$ cat config.mk
export PLATFORM = sky130hd
export DESIGN_NAME = data_memory_arbiter
export DESIGN_NICKNAME = d
export VERILOG_FILES = /design/src/rtl/data_memory_arbiter.sv
export SDC_FILE = /design/constraint.sdc
export NUM_CORES = 1
export LEC_CHECK = 0
export CORE_MARGIN = 2
export CORE_UTILIZATION = 46
export CTS_BUF_LIST = sky130_fd_sc_hd__clkbuf_4
export DETAILED_ROUTE_END_ITERATION = 6
export PLACE_DENSITY = 0.9
export RECOVER_POWER = 50
export REMOVE_ABC_BUFFERS = 1
export SLEW_MARGIN = 30
export SYNTH_ARGS = -nofsm -noshare
export SYNTH_HDL_FRONTEND = slang
export SYNTH_SLANG_ARGS = --single-unit
$ cat constraint.sdc
create_clock -name clock -period 11.85 [get_ports clock]
set_clock_uncertainty 0.15 [all_clocks]
set_input_delay 1.7775 -clock clock [delete_from_list [all_inputs] [get_ports clock]]
set_output_delay 1.7775 -clock clock [all_outputs]
set_load 0.01 [all_outputs]
$ cat src/rtl/data_memory_arbiter.sv
// Shares one data-memory rd/wr port pair between the execute stage and the debug/loader port.
// Round-robin arbitration, one access in flight, registered read-data return with a valid pulse.
module data_memory_arbiter #(
  parameter int ADDR_WIDTH = 9,
  parameter int DATA_WIDTH = 32,
  parameter int RD_LATENCY = 1
) (
  input  logic                  clock,
  input  logic                  reset,
  input  logic                  exec_req,
  input  logic                  exec_we,
  input  logic [ADDR_WIDTH-1:0] exec_addr,
  input  logic [DATA_WIDTH-1:0] exec_wdata,
  output logic                  exec_gnt,
  output logic                  exec_rvalid,
  output logic [DATA_WIDTH-1:0] exec_rdata,
  input  logic                  dbg_req,
  input  logic                  dbg_we,
  input  logic [ADDR_WIDTH-1:0] dbg_addr,
  input  logic [DATA_WIDTH-1:0] dbg_wdata,
  output logic                  dbg_gnt,
  output logic                  dbg_rvalid,
  output logic [DATA_WIDTH-1:0] dbg_rdata,
  output logic [ADDR_WIDTH-1:0] mem_rd_addr,
  output logic [ADDR_WIDTH-1:0] mem_wr_addr,
  output logic [DATA_WIDTH-1:0] mem_wr_data,
  output logic                  mem_wr_enable,
  input  logic [DATA_WIDTH-1:0] mem_rd_data,
  output logic                  busy,
  output logic [1:0]            fsm_state
);

  // Handshake: a requester holds req until it sees a one-cycle gnt; requests are
  // sampled only in IDLE, so req/addr/data may change freely from the gnt cycle on.
  typedef enum logic [1:0] {IDLE = 2'd0, ISSUE = 2'd1, WAIT = 2'd2, RESP = 2'd3} state_t;

  localparam logic [2:0] WAIT_LAST = 3'(RD_LATENCY > 1 ? RD_LATENCY - 2 : 0);

  state_t                state, state_nx;
  logic                  rr_ptr;     // 0 = exec, 1 = dbg
  logic                  winner;
  logic                  cur_id;
  logic                  cur_we;
  logic [ADDR_WIDTH-1:0] cur_addr;
  logic [DATA_WIDTH-1:0] cur_wdata;
  logic [2:0]            wait_cnt;

  always_comb begin
    winner = 1'b0;
    if (exec_req && dbg_req) winner = rr_ptr;
    else if (dbg_req)        winner = 1'b1;
  end

  always_comb begin
    state_nx = state;
    case (state)
      IDLE:    if (exec_req || dbg_req) state_nx = ISSUE;
      ISSUE: begin
        if (cur_we)               state_nx = IDLE;
        else if (RD_LATENCY == 1) state_nx = RESP;
        else                      state_nx = WAIT;
      end
      WAIT:    if (wait_cnt == WAIT_LAST) state_nx = RESP;
      RESP:    state_nx = IDLE;
      default: state_nx = IDLE;
    endcase
  end

  always_comb begin
    exec_gnt      = (state == ISSUE) && !cur_id;
    dbg_gnt       = (state == ISSUE) &&  cur_id;
    mem_wr_enable = (state == ISSUE) &&  cur_we;
    mem_wr_addr   = mem_wr_enable ? cur_addr  : '0;
    mem_wr_data   = mem_wr_enable ? cur_wdata : '0;
    // Read address stays on the port from ISSUE through RESP.
    mem_rd_addr   = (state != IDLE && !cur_we) ? cur_addr : '0;
    busy          = (state != IDLE);
    fsm_state     = state;
  end

  always_ff @(posedge clock or posedge reset) begin
    if (reset) state <= IDLE;
    else       state <= state_nx;
  end

  always_ff @(posedge clock or posedge reset) begin
    if (reset) begin
      rr_ptr    <= 1'b0;
      cur_id    <= 1'b0;
      cur_we    <= 1'b0;
      cur_addr  <= '0;
      cur_wdata <= '0;
    end else if (state == IDLE && (exec_req || dbg_req)) begin
      rr_ptr    <= ~winner;
      cur_id    <= winner;
      cur_we    <= winner ? dbg_we    : exec_we;
      cur_addr  <= winner ? dbg_addr  : exec_addr;
      cur_wdata <= winner ? dbg_wdata : exec_wdata;
    end
  end

  always_ff @(posedge clock or posedge reset) begin
    if (reset)                wait_cnt <= 3'd0;
    else if (state == ISSUE)  wait_cnt <= 3'd0;
    else if (state == WAIT)   wait_cnt <= wait_cnt + 3'd1;
  end

  // Read data is sampled at the end of RESP and held until that port's next read.
  always_ff @(posedge clock or posedge reset) begin
    if (reset) begin
      exec_rvalid <= 1'b0;
      dbg_rvalid  <= 1'b0;
      exec_rdata  <= '0;
      dbg_rdata   <= '0;
    end else begin
      exec_rvalid <= (state == RESP) && !cur_id;
      dbg_rvalid  <= (state == RESP) &&  cur_id;
      if (state == RESP && !cur_id) exec_rdata <= mem_rd_data;
      if (state == RESP &&  cur_id) dbg_rdata  <= mem_rd_data;
    end
  end

endmodule
After elaboration in Yosys (flattened, before gate mapping). Index checks and enable logic that the tools add are counted.

Bits of input ports: 120. Logic and storage cells: 48. Register bits: 115.

Mux-type cells: 14. Reduce and logical (&&, ||, !) cells: 16. Bitwise operators: 1. Equal/unequal tests: 5. Add/sub/neg operators: 1.

Operator list (number): 32-bit two-way mux (2); 9-bit two-way mux (3); 1-bit logical AND (8); 2-bit one-hot mux with 4 select lines (1); 2-bit two-way mux (3); 3-bit two-way mux (2); 2-bit equality test, second input constant (2); 2-bit nonzero test (2); 3-bit by 1-bit adder with 3-bit output, second input constant (1); 3-bit logical NOT (1); 1-bit two-way mux (3); 2-bit by 1-bit equality test with 1-bit output, second input constant (1); 1-bit logical NOT (2); 2-bit logical NOT (1); 2-bit by 1-bit != test with 1-bit output, second input constant (1); 2-bit != test, second input constant (1); 2-bit AND reduction (1); 1-bit logical OR (1); 1-bit inverter (1).

Depth between registers and ports, before layout.
Depth after elaboration: 3. Depth in mapped cells: 7.

Least setup slack after synthesis. No wires, ideal clock.

Path kind: register to output. From: register state[1], in the netlist fsm_state[1]. To: output mem_wr_addr[5]. Setup slack: 8545 ps. Arrival time: 1377 ps. Buffers on the path: 2. Data required time: 9923 ps. Stages on the path, launching flop included: 6. Path through: dfrtp_1 inv_1 ha_1 clkbuf_1 clkbuf_1 and3_1.

Word-level cells in the longest chain between the ends: 3.

RTL lines: from (decl) (RTL line 39) `state_t state, state_nx;`; from (signal assigned) (RTL line 83) `else state <= state_nx;`; 2-bit by 1-bit equality test with 1-bit output (RTL line 72) `mem_wr_enable = (state == ISSUE) && cur_we;`; 1-bit logical AND (RTL line 72); 9-bit two-way mux (RTL line 73) `mem_wr_addr = mem_wr_enable ? cur_addr : '0;`; to (decl) (RTL line 25) `output logic [ADDR_WIDTH-1:0] mem_wr_addr,`.

Every way passes these cells.

==> flow_summary.toml <==
[floorplan]
design.die.area_mm2 = 0.0120
start_util_pct = 47.2
num_rows = 38
die_height_um = 110
coreArea_mm2 = 0.0109
die_w_um = 110
io_pins = 242

[global_route]
grt_use_total_pct = 24.2
antenna_found_initial = 1
grt_overflow = 0
grt_pass1_wl_um = 22000
grt_max_degree = 67
grt_pass1_vias = 4392

[clock_network]
h-tree-depth = 4
cts_inserted_buffers = 17
cts.sinks = 115
cts_tree = "built"
path_clk_slew_ps = 100
ctsResizeCount = 0
post_cts_buffers = 0
hold_buffers = 0
clockBufferDepth = 2
insertion_delay_ps = 490
clockRootBuffer = "clkbuf_4"

[synth]
synth_cell_types = 28
synth_top_family_by_area = "multiplexers"
avgSynthCellArea_um2 = 13.0
syn_inst = 394
synth-compound-area-share_pct = 9.82
synth-seq-cells = 115
synthSimpleGateAreaFrac_pct = 13.1
syn-cell-area_mm2 = 0.00514
yosys_warnings = 0
muxShareOfSynthArea_pct = 14.5
synth_xor_area_share_pct = 0
synth-seq-area-share_pct = 56.0
synth_fa_ha_area_share_pct = 1.71

[power_and_ir_drop]
ir_worst_vdd_mv = 0.150
power.density_mw_per_mm2 = 254
p_leak_nw = 3.59

[sta]
drv_slew = 213
worst_pin_slew_ps = 3340
rsz0062_at_grt = "false"
finalCritPeriodShare_pct = 53.8
period_minus_slack_ps = 6380
fmax_ghz = 0.157
finalSetupViolCount = 0
tns_ps = 0
finalHoldViolCount = 0
max_slew_margin_pct = -123

[routing]
dr_total_vias = 4244
wl_um = 14600
drt-initial-drc-count = 276
ant_nets = 0
wl_met1_um = 5610
vias_per_cell = 5.44
drc = 0
route.top_layer_used = "met4"
first_pass_iters = 5
wl_met2_um = 7300
wl_per_cell_um = 18.7
dr_wl_met3_um = 1480

[setup_path]
path_class = "input pin to asynchronous set/reset pin"
cp.arrival_ps = 6080
endpoint_kind = "asynchronous set/reset pin"
worst-path-max-fanout = 66
required_ps = 11560
start_kind = "input pin"

[outcome]
failed_checks = "capacitance limit, slew limit"
outcome = "finished, violations left"

[final_layout]
nets = 753
areaGrowthSynthToFinish_pct = 53.8
instances_no_fill = 780
drive_gt1_share_pct = 14.9

[placement]
dp_hpwl_um = 10700
gp_congestion = 0.875
dp.cells = 747
io_buffers = 241

[worst_hold_path]
min-delay-path-class = "flip-flop to flip-flop"

[flow_run]
maxCapViolCount = 5
==> worst max-delay path, cell delays in order <==
cell and delay (ps):
dlygate4sd3_1 540, clkinvlp_2 1270, clkbuf_1 2450
==> final timing paths <==
check	startpoint	end	slack [ps]	cells after the start
max in group clock	exec_req	cur_wdata[1]	6400	4
min reg2reg	exec_rdata[23]	exec_rdata[23]	350	1
max reg2reg	fsm_state[0]	cur_wdata[1]	8580	5
min in group asynchronous	reset	cur_id	2170	2
min	exec_rdata[23]	exec_rdata[23]	350	1
max	reset	exec_rdata[16]	5470	3
==> kinds of logic (layout without fill, tap and decap cells) <==
| group | count (synthesis) | count (layout) |
|---|---|---|
| other | 0 | 1 |
| DFF | 115 | 115 |
| adders and majority gates | 7 | 7 |
| buffers and inverters | 44 | 289 |
| muxes | 66 | 66 |
| AOI/OAI and AO/OA | 52 | 52 |
| and+or+nand+nor | 110 | 110 |
==> final cells by class <==
| class | count | area [um^2] |
|---|---|---|
| fill | 728 | 2990 |
| sequential | 115 | 2880 |
| clock inverter | 13 | 209 |
| clock buffer | 19 | 143 |
| multi-input combinational | 235 | 2010 |
| timing repair buffer | 247 | 2450 |
| antenna | 1 | 2.50 |
| inverter | 10 | 38.8 |
| tap | 140 | 175 |
==> metal layers <==
layer  vias up  track usage (%)
li1       1929                -
met1      2083             27.7
met2       212             42.1
met3        20             8.89
met4         0             7.69
met5         -                0
==> layout by cell type, fill, tap and decap left out, types with 2 or more instances in the layout <==
| cell | instances |
|---|---|
| clkdlybuf4s50_1 | 239 |
| o21ai_0 | 3 |
| clkinv_4 | 3 |
| a221o_1 | 43 |
| and3_2 | 3 |
| inv_1 | 9 |
| and3_1 | 80 |
| ha_1 | 7 |
| dlygate4sd3_1 | 2 |
| dfrtp_1 | 115 |
| nand2b_1 | 2 |
| clkbuf_4 | 19 |
| nor2b_1 | 2 |
| clkinvlp_4 | 3 |
| mux2_1 | 13 |
| nand2_1 | 4 |
| bufinv_16 | 5 |
| clkinv_2 | 2 |
| clkbuf_1 | 4 |
| and2_1 | 11 |
| mux2_2 | 53 |
| nor2_1 | 5 |
==> flip-flops by register name, summed over array words and instances, names as in the netlist <==
signal,cells
cur_wdata,32
dbg_rdata,32
exec_rdata,32
cur_addr,9
wait_cnt,3
fsm_state,2
cur_id,1
cur_we,1
dbg_rvalid,1
exec_rvalid,1
rr_ptr,1
==> power by group <==
group | switching [mW] | internal [mW]
registers | 0.115 | 0.588
clock network | 0.151 | 0.194
logic | 0.404 | 0.558
total | 0.670 | 1.34
==> synthesized netlist by cell type <==
| library cell | instances | area share, % |
|---|---|---|
| buf_2 | 8 | 0.78 |
| and3_2 | 3 | 0.44 |
| nand3b_1 | 1 | 0.15 |
| a21oi_2 | 1 | 0.17 |
| a221oi_2 | 1 | 0.29 |
| buf_6 | 8 | 1.8 |
| a221o_1 | 43 | 8.4 |
| nor2_1 | 5 | 0.37 |
| clkbuf_1 | 14 | 1.0 |
| nand2b_1 | 2 | 0.24 |
| dfrtp_1 | 115 | 56 |
| nand2_2 | 1 | 0.12 |
| o21ai_0 | 2 | 0.19 |
| nand2_1 | 4 | 0.29 |
| o22ai_1 | 1 | 0.12 |
| and2_1 | 11 | 1.3 |
| inv_1 | 10 | 0.73 |
| a22o_2 | 1 | 0.19 |
| mux2_1 | 12 | 2.6 |
| mux2_2 | 54 | 12 |
| ha_1 | 7 | 1.7 |
| a21o_1 | 1 | 0.15 |
| a22oi_1 | 1 | 0.15 |
| and3_1 | 80 | 9.7 |
| o21ai_2 | 1 | 0.17 |
| and2_4 | 1 | 0.17 |
| nor2b_1 | 2 | 0.24 |
| buf_4 | 4 | 0.58 |
==> through the flow <==
step	utilization [%]	hold WS, ps	setup slack, ps	total power [mW]	area [um^2]
floorplan	-	320	6880	1.15	4920
global placement	69.4	326	7540	1.63	7560
detailed placement	69.7	331	7660	1.69	7590
CTS	72.9	355	7060	2.03	7940
global route	72.6	369	4410	2.13	7900
finish	72.6	353	5470	2.01	7900
Power figures use the tool's default switching activity.
